File: src/rtl/wb_spi_bridge_if.sv
// -----------------------------------------------------------------------------
// wb_spi_bridge_if
// Wishbone classic slave-side bus bundle for the SPI bridge.
//   wb_cyc_i  : bus cycle in progress (master -> slave)
//   wb_stb_i  : strobe, access requested (master -> slave)
//   wb_we_i   : 1 = write, 0 = read (master -> slave)
//   wb_adr_i  : word address 0 CTRL, 1 TXDATA, 2 RXDATA, 3 STATUS
//   wb_dat_i  : write data (master -> slave)
//   wb_dat_o  : read data (slave -> master)
//   wb_ack_o  : normal termination (slave -> master)
//   wb_err_o  : error termination on engine timeout (slave -> master)
// -----------------------------------------------------------------------------
interface wb_spi_bridge_if;
    logic        wb_cyc_i;
    logic        wb_stb_i;
    logic        wb_we_i;
    logic [1:0]  wb_adr_i;
    logic [31:0] wb_dat_i;
    logic [31:0] wb_dat_o;
    logic        wb_ack_o;
    logic        wb_err_o;

    modport master (
        output wb_cyc_i, wb_stb_i, wb_we_i, wb_adr_i, wb_dat_i,
        input  wb_dat_o, wb_ack_o, wb_err_o
    );

    modport slave (
        input  wb_cyc_i, wb_stb_i, wb_we_i, wb_adr_i, wb_dat_i,
        output wb_dat_o, wb_ack_o, wb_err_o
    );
endinterface

File: src/rtl/wb_spi_bridge.sv
// -----------------------------------------------------------------------------
// wb_spi_bridge
// Bridges Wishbone classic register accesses onto a strobe/ack SPI engine.
// CTRL writes, TXDATA writes and RXDATA reads are forwarded to the engine and
// terminated when the engine acknowledges (or with wb_err_o after TIMEOUT+1
// cycles of silence). Every other access is answered locally.
//   clk   : rising-edge system clock
//   rst_n : asynchronous active-low reset
//   bus   : Wishbone slave bundle (wb_spi_bridge_if.slave)
//   din   : 11-bit data/settings to the engine
//   cmd   : settings-write strobe
//   wr    : TX-FIFO write strobe
//   rd    : RX-FIFO read strobe
//   dout  : engine read data, bit8 = RX empty, valid while rd = 1
//   ack   : engine acknowledge, one cycle after an accepted strobe
// -----------------------------------------------------------------------------
module wb_spi_bridge #(
    parameter int TIMEOUT = 15
) (
    input  logic               clk,
    input  logic               rst_n,
    wb_spi_bridge_if.slave     bus,
    output logic [10:0]        din,
    output logic               cmd,
    output logic               wr,
    output logic               rd,
    input  logic [8:0]         dout,
    input  logic               ack
);

    typedef enum logic [2:0] {
        S_IDLE,
        S_REQ,
        S_WAIT_ACK,
        S_RESP,
        S_ERR
    } state_t;

    localparam logic [7:0] TIMEOUT_CNT = TIMEOUT[7:0];

    state_t      r_state,  w_state;
    logic [1:0]  r_adr,    w_adr;
    logic        r_we,     w_we;
    logic        r_abort,  w_abort;
    logic [7:0]  r_cnt,    w_cnt;
    logic [10:0] r_shadow, w_shadow;
    logic        r_flag,   w_flag;
    logic [8:0]  r_rxData, w_rxData;
    logic [10:0] r_din,    w_din;
    logic        r_cmd,    w_cmd;
    logic        r_wr,     w_wr;
    logic        r_rd,     w_rd;
    logic        r_wbAck,  w_wbAck;
    logic        r_wbErr,  w_wbErr;
    logic [31:0] r_wbDat,  w_wbDat;

    logic        w_isCtrlWr;
    logic        w_isTxWr;
    logic        w_isRxRd;
    logic        w_abortNow;
    logic        w_unused;

    // Only the low 11 data bits reach the engine; the rest are ignored.
    assign w_unused = &{1'b0, bus.wb_dat_i[31:11]};

    // Decode of the three access types that need the engine.
    assign w_isCtrlWr = bus.wb_we_i  && (bus.wb_adr_i == 2'd0);
    assign w_isTxWr   = bus.wb_we_i  && (bus.wb_adr_i == 2'd1);
    assign w_isRxRd   = !bus.wb_we_i && (bus.wb_adr_i == 2'd2);

    // A master that lets go of cyc while we wait on the engine gets no
    // termination; the engine handshake is still finished cleanly.
    assign w_abortNow = r_abort || !bus.wb_cyc_i;

    // Next-state and next-output logic. Every output is computed here one
    // cycle early and registered below, so strobes and terminations are
    // glitch-free and last exactly one cycle unless the FSM says otherwise.
    always_comb begin
        w_state  = r_state;
        w_adr    = r_adr;
        w_we     = r_we;
        w_abort  = r_abort;
        w_cnt    = r_cnt;
        w_shadow = r_shadow;
        w_flag   = r_flag;
        w_rxData = r_rxData;
        w_din    = r_din;
        w_cmd    = 1'b0;
        w_wr     = 1'b0;
        w_rd     = 1'b0;
        w_wbAck  = 1'b0;
        w_wbErr  = 1'b0;
        w_wbDat  = 32'd0;

        case (r_state)
            S_IDLE: begin
                if (bus.wb_cyc_i && bus.wb_stb_i) begin
                    w_adr   = bus.wb_adr_i;
                    w_we    = bus.wb_we_i;
                    w_abort = 1'b0;
                    if (w_isCtrlWr || w_isTxWr || w_isRxRd) begin
                        w_state = S_REQ;
                        w_din   = bus.wb_dat_i[10:0];
                        w_cmd   = w_isCtrlWr;
                        w_wr    = w_isTxWr;
                        w_rd    = w_isRxRd;
                    end else begin
                        w_state = S_RESP;
                        w_wbAck = 1'b1;
                        if (!bus.wb_we_i) begin
                            case (bus.wb_adr_i)
                                2'd0:    w_wbDat = {21'd0, r_shadow};
                                2'd3:    w_wbDat = {r_flag, 20'd0, r_shadow};
                                default: w_wbDat = 32'd0;
                            endcase
                        end
                    end
                end
            end

            S_REQ: begin
                // dout is only valid while rd is high, so grab it now.
                if (r_rd) begin
                    w_rxData = dout;
                end
                w_abort = w_abortNow;
                w_cnt   = 8'd0;
                w_state = S_WAIT_ACK;
            end

            S_WAIT_ACK: begin
                w_abort = w_abortNow;
                if (ack) begin
                    w_state = S_RESP;
                    w_wbAck = !w_abortNow;
                    if (r_we && (r_adr == 2'd0)) begin
                        w_shadow = r_din;
                    end
                    if (!r_we && !w_abortNow) begin
                        w_wbDat = {23'd0, r_rxData};
                    end
                end else if (r_cnt == TIMEOUT_CNT) begin
                    w_state = S_ERR;
                    w_wbErr = !w_abortNow;
                    if (!w_abortNow) begin
                        w_flag = 1'b1;
                    end
                end else begin
                    w_cnt = r_cnt + 8'd1;
                end
            end

            S_RESP: begin
                // Reading STATUS consumes the sticky timeout flag.
                if (!r_we && (r_adr == 2'd3) && !r_abort) begin
                    w_flag = 1'b0;
                end
                w_state = S_IDLE;
            end

            S_ERR: begin
                w_state = S_IDLE;
            end

            default: begin
                w_state = S_IDLE;
            end
        endcase
    end

    // State and output registers; reset abandons any transaction in flight.
    always_ff @(posedge clk or negedge rst_n) begin
        if (!rst_n) begin
            r_state  <= S_IDLE;
            r_adr    <= 2'd0;
            r_we     <= 1'b0;
            r_abort  <= 1'b0;
            r_cnt    <= 8'd0;
            r_shadow <= 11'd0;
            r_flag   <= 1'b0;
            r_rxData <= 9'd0;
            r_din    <= 11'd0;
            r_cmd    <= 1'b0;
            r_wr     <= 1'b0;
            r_rd     <= 1'b0;
            r_wbAck  <= 1'b0;
            r_wbErr  <= 1'b0;
            r_wbDat  <= 32'd0;
        end else begin
            r_state  <= w_state;
            r_adr    <= w_adr;
            r_we     <= w_we;
            r_abort  <= w_abort;
            r_cnt    <= w_cnt;
            r_shadow <= w_shadow;
            r_flag   <= w_flag;
            r_rxData <= w_rxData;
            r_din    <= w_din;
            r_cmd    <= w_cmd;
            r_wr     <= w_wr;
            r_rd     <= w_rd;
            r_wbAck  <= w_wbAck;
            r_wbErr  <= w_wbErr;
            r_wbDat  <= w_wbDat;
        end
    end

    assign din          = r_din;
    assign cmd          = r_cmd;
    assign wr           = r_wr;
    assign rd           = r_rd;
    assign bus.wb_ack_o = r_wbAck;
    assign bus.wb_err_o = r_wbErr;
    assign bus.wb_dat_o = r_wbDat;

endmodule

File: src/flat_wrapper.sv
// flat-port wrapper written by rule: the top's interface ports become plain ports
module wb_spi_bridge_flat 
#(
    parameter int TIMEOUT = 15
)
  (clk, rst_n, din, cmd, wr, rd, dout, ack, bus_wb_cyc_i, bus_wb_stb_i, bus_wb_we_i, bus_wb_adr_i, bus_wb_dat_i, bus_wb_dat_o, bus_wb_ack_o, bus_wb_err_o);
  wb_spi_bridge_if bus_i ();
  input  logic clk;
  input  logic rst_n;
  output logic [10:0] din;
  output logic cmd;
  output logic wr;
  output logic rd;
  input  logic [8:0] dout;
  input  logic ack;
  input wire logic [$bits(bus_i.wb_cyc_i)-1:0] bus_wb_cyc_i;
  input wire logic [$bits(bus_i.wb_stb_i)-1:0] bus_wb_stb_i;
  input wire logic [$bits(bus_i.wb_we_i)-1:0] bus_wb_we_i;
  input wire logic [$bits(bus_i.wb_adr_i)-1:0] bus_wb_adr_i;
  input wire logic [$bits(bus_i.wb_dat_i)-1:0] bus_wb_dat_i;
  output wire logic [$bits(bus_i.wb_dat_o)-1:0] bus_wb_dat_o;
  output wire logic [$bits(bus_i.wb_ack_o)-1:0] bus_wb_ack_o;
  output wire logic [$bits(bus_i.wb_err_o)-1:0] bus_wb_err_o;
  assign bus_i.wb_cyc_i = bus_wb_cyc_i;
  assign bus_i.wb_stb_i = bus_wb_stb_i;
  assign bus_i.wb_we_i = bus_wb_we_i;
  assign bus_i.wb_adr_i = bus_wb_adr_i;
  assign bus_i.wb_dat_i = bus_wb_dat_i;
  assign bus_wb_dat_o = bus_i.wb_dat_o;
  assign bus_wb_ack_o = bus_i.wb_ack_o;
  assign bus_wb_err_o = bus_i.wb_err_o;
  wb_spi_bridge #(.TIMEOUT(TIMEOUT)) u_core (.clk(clk), .rst_n(rst_n), .bus(bus_i), .din(din), .cmd(cmd), .wr(wr), .rd(rd), .dout(dout), .ack(ack));
endmodule
File: config.mk
export PLATFORM = sky130hd
export DESIGN_NAME = wb_spi_bridge_flat
export DESIGN_NICKNAME = d
export VERILOG_FILES = /design/src/rtl/wb_spi_bridge_if.sv /design/src/rtl/wb_spi_bridge.sv /design/src/flat_wrapper.sv
export SDC_FILE = /design/constraint.sdc
export NUM_CORES = 1
export LEC_CHECK = 0
export BUFFER_PORTS_ARGS = -buffer_cell sky130_fd_sc_hd__buf_4
export CAP_MARGIN = 5
export CORE_ASPECT_RATIO = 0.7
export CORE_UTILIZATION = 50
export CTS_CLUSTER_SIZE = 28
export DETAILED_ROUTE_END_ITERATION = 16
export HOLD_SLACK_MARGIN = 0.03
export PLACE_DENSITY = 0.87
export SLEW_MARGIN = 5
export SYNTH_ARGS = -nofsm -noshare
export SYNTH_HDL_FRONTEND = slang
export SYNTH_SLANG_ARGS = --single-unit
File: constraint.sdc
create_clock -name clk -period 1.9 [get_ports clk]
set_input_delay 0.285 -clock clk [delete_from_list [all_inputs] [get_ports clk]]
set_output_delay 0.285 -clock clk [all_outputs]
set_load 0.005 [all_outputs]
==> flow_summary_export.csv <==
group,metric,value,unit
status,status,"completed",
yosys,synth_top_area_frac,0.5524,
hold_path,min_path_type,"input pin to async pin",
floorplanning,start_util,0.5346,
floorplanning,die_height,65.71,um
global_routing,antenna_found_initial,0,
global_routing,top_usage_layer,"met2",
finish,layout_common_cells,"buf_4 (71), dfrtp_1 (64), mux2_2 (31), conb_1 (20), nor2_1 (12)",
sta,slew_violations,0,
floorplanning,core_area,5423,um2
yosys,synth_edf_count,0,
worst_setup_path,slowest_delay,0.68,ns
worst_setup_path,critical_path_required,2.18,ns
finish,diodes,0,
yosys,netlist_top_cells_area,"dfrtp_1 (55%), mux2_2 (12%), buf_4 (6.0%), a22o_2 (3.1%), ha_1 (2.2%)",
power_and_ir_drop,power.total,4.191,mW
sta,slew_headroom,0.4855,
finish,drive_gt1_frac,0.4377,
worst_setup_path,end_kind,"register",
clock_network,cts_buffers,9,
worst_setup_path,cpMaxStageDelayCell,"or4_1",
power_and_ir_drop,power_leakage,1.845,nW
routing,detail-route-antenna-nets,0,
sta,finClkSkew,0.008370,ns
worst_setup_path,path_delay_family,"simple AND/OR/NAND/NOR gates",
clock_network,cts_root_buf,"clkbuf_8",
yosys,seq_area_frac_synth,0.5524,
power_and_ir_drop,peakVddDrop,0.7114,mV
clock_network,cts_tree,"built",
yosys,synth_warnings,0,
finish,layout_commonest_cell,"buf_4",
run,cap_violations,0,
global_routing,grt_use_met1,0.2878,
global_routing,grt_max_degree,65,
routing,drt_iter0_drc,148,
worst_setup_path,worst-path-buf-inv,1,
yosys,syn-mean-instance-area,12.39,um2
finish,final_nets,362,
global_routing,use_met3,0.07639,
yosys,ys_ff_latch,64,
yosys,synthCells,234,
worst_setup_path,cp_cell_sequence,"or4_1, nor4b_4, buf_12, and3_1",
worst_setup_path,crit_fanout,11,
clock_network,cts-hold-fix-buffers,0,
routing,drt_wl_total,6165,um
sta,rsz0062_at_grt,"true",
routing,route.detailed.drc,0,
global_routing,grt_pass1_wl,10060,um
yosys,synthArstFlopShare,1.000,
routing,drt_pre_antenna_iters,5,
sta,setup_viol,0,
floorplanning,dieArea,6111,um2
global_routing,grt_usage,0.2263,
yosys,synthFlopType,"dfrtp_1",
routing,vias,2037,
sta,finalSetupTns,0,ns
floorplanning,placementRows,22,
power_and_ir_drop,powerDensity,1164,nW/um2
floorplanning,die_w,93.01,um
worst_setup_path,cp-start-kind,"register",
routing,drt-vias-per-instance,5.291,
yosys,synth_top_cell_by_area,"dfrtp_1",
floorplanning,io-pin-count,97,
sta,min_period_over_period,0.9981,
yosys,synth.cell_area,2899,um2
clock_network,cts.sinks,64,
sta,worst-slew-pin-transition,0.7718,ns
worst_setup_path,arrival,2.18,ns
placement,io_buffers,55,
clock_network,cts.clk_slew.worst_paths,0.07,ns
placement,gp_congestion,0.8079,
clock_network,clock_path_buffers,2,
finish,area_growth,24.17,%
sta,hold_violations,0,
sta,period_needed,1.896,ns
placement,hpwl,4500,um
clock_network,insertion_delay,0.35,ns
global_routing,grt_pass1_vias,2067,
sta,fmax,527.3,MHz
global_routing,gr-total-overflow,0,
worst_setup_path,worstSetupPathType,"register to register",
clock_network,htreeDepth,3,
yosys,yosysUniqueCellTypes,39,
routing,avgRoutedWirePerCell,16.01,um
global_routing,grt_use_met2,0.3511,
per-stage QoR:
stage / hold WS, ns / utilization / worst slack, ns / instance area [um2] / cells
2_1_floorplan: -0.01059 / - / 0.1697 / 2970 / 253
3_3_place_gp: 0.4113 / 0.6278 / 0.07031 / 3405 / 369
3_5_place_dp: 0.4099 / 0.6278 / 0.009331 / 3405 / 369
4_1_cts: 0.03396 / 0.6638 / 0.01192 / 3600 / 385
5_1_grt: 0.06711 / 0.6638 / -0.06542 / 3600 / 385
6_report: 0.01480 / 0.6638 / 0.003694 / 3600 / 385
per-layer routing:
metal,routed length (um),part of all wire
met1,2738,0.44
met2,2975,0.48
met3,380,0.062
met4,70,0.011
met5,0,0
sequential cells by signal, indices dropped and copies added, names as in the netlist, 2 cells and up:
| name | count |
|---|---|
| u_core.bus.wb_dat_o | 12 |
| u_core.r_shadow | 11 |
| u_core.r_rxData | 9 |
| u_core.r_cnt | 8 |
| u_core.din | 11 |
| u_core.r_adr | 2 |
| u_core.r_state | 3 |
power by group:
group | switching [mW] | internal (mW)
clock network | 0.514 | 0.598
registers | 0.264 | 1.70
logic | 0.487 | 0.627
total | 1.27 | 2.92
cells by family after synthesis:
group           after synthesis  share of synthesized area
fa+ha+maj                     5                    0.02158
simple gates                 66                     0.1420
flops                        64                     0.5524
compound gates               33                    0.08244
buf+inv                      34                    0.07984
mux                          31                     0.1204
other cells                   1                   0.001294
synth_stat cells (all sizes together) (2+ instances only):
master / instances
dfrtp: 64
mux2: 31
buf: 27
nand2: 12
nor2: 12
o21ai: 10
a22o: 9
and3: 7
inv: 6
nand3: 6
nor3: 6
a21oi: 5
ha: 5
a211o: 3
a31oi: 3
and2: 3
nand2b: 3
nand4: 3
and4: 2
nand4b: 2
nor2b: 2
nor4b: 2
or4: 2
cell type report:
type                            count  area (um2)
Multi-Input combinational cell    155        1145
Tap cell                           72       90.09
Inverter                            6       22.52
Timing Repair Buffer               72       553.0
Fill cell                         396        1823
Clock inverter                      6       60.06
Sequential cell                    64        1602
Clock buffer                       10       127.6
repair_timing:
| action | in CTS | in global routing |
|---|---|---|
| endpoints found under the setup margin | 1 | 23 |
| pin swaps | 0 | 0 |
| gates cloned | 0 | 0 |
| buffers inserted | 0 | 0 |
| resized for setup | 1 | 0 |
worst register-to-register path, stage by stage, from the launching register on:
cell and delay [ns]:
dfrtp_1 0.46, or4_1 0.68, nor4b_4 0.36, buf_12 0.18, and3_1 0.16
final timing paths:
check | from | to | slack [ns] | cells after the start
worst max register to register | u_core.r_state[2] | u_core.bus.wb_dat_o[9] | 0.004 | 4
max in group asynchronous | rst_n | u_core.wr | 1.37 | 1
worst min register to register | u_core.r_shadow[10] | u_core.bus.wb_dat_o[10] | 0.49 | 1
worst min-delay path | rst_n | u_core.r_rxData[0] | 0.01 | 1
min in group clk | dout[2] | u_core.r_rxData[2] | 0.17 | 2
worst max-delay path | u_core.r_state[2] | u_core.bus.wb_dat_o[9] | 0.004 | 4
Power figures use the tool's default switching activity.
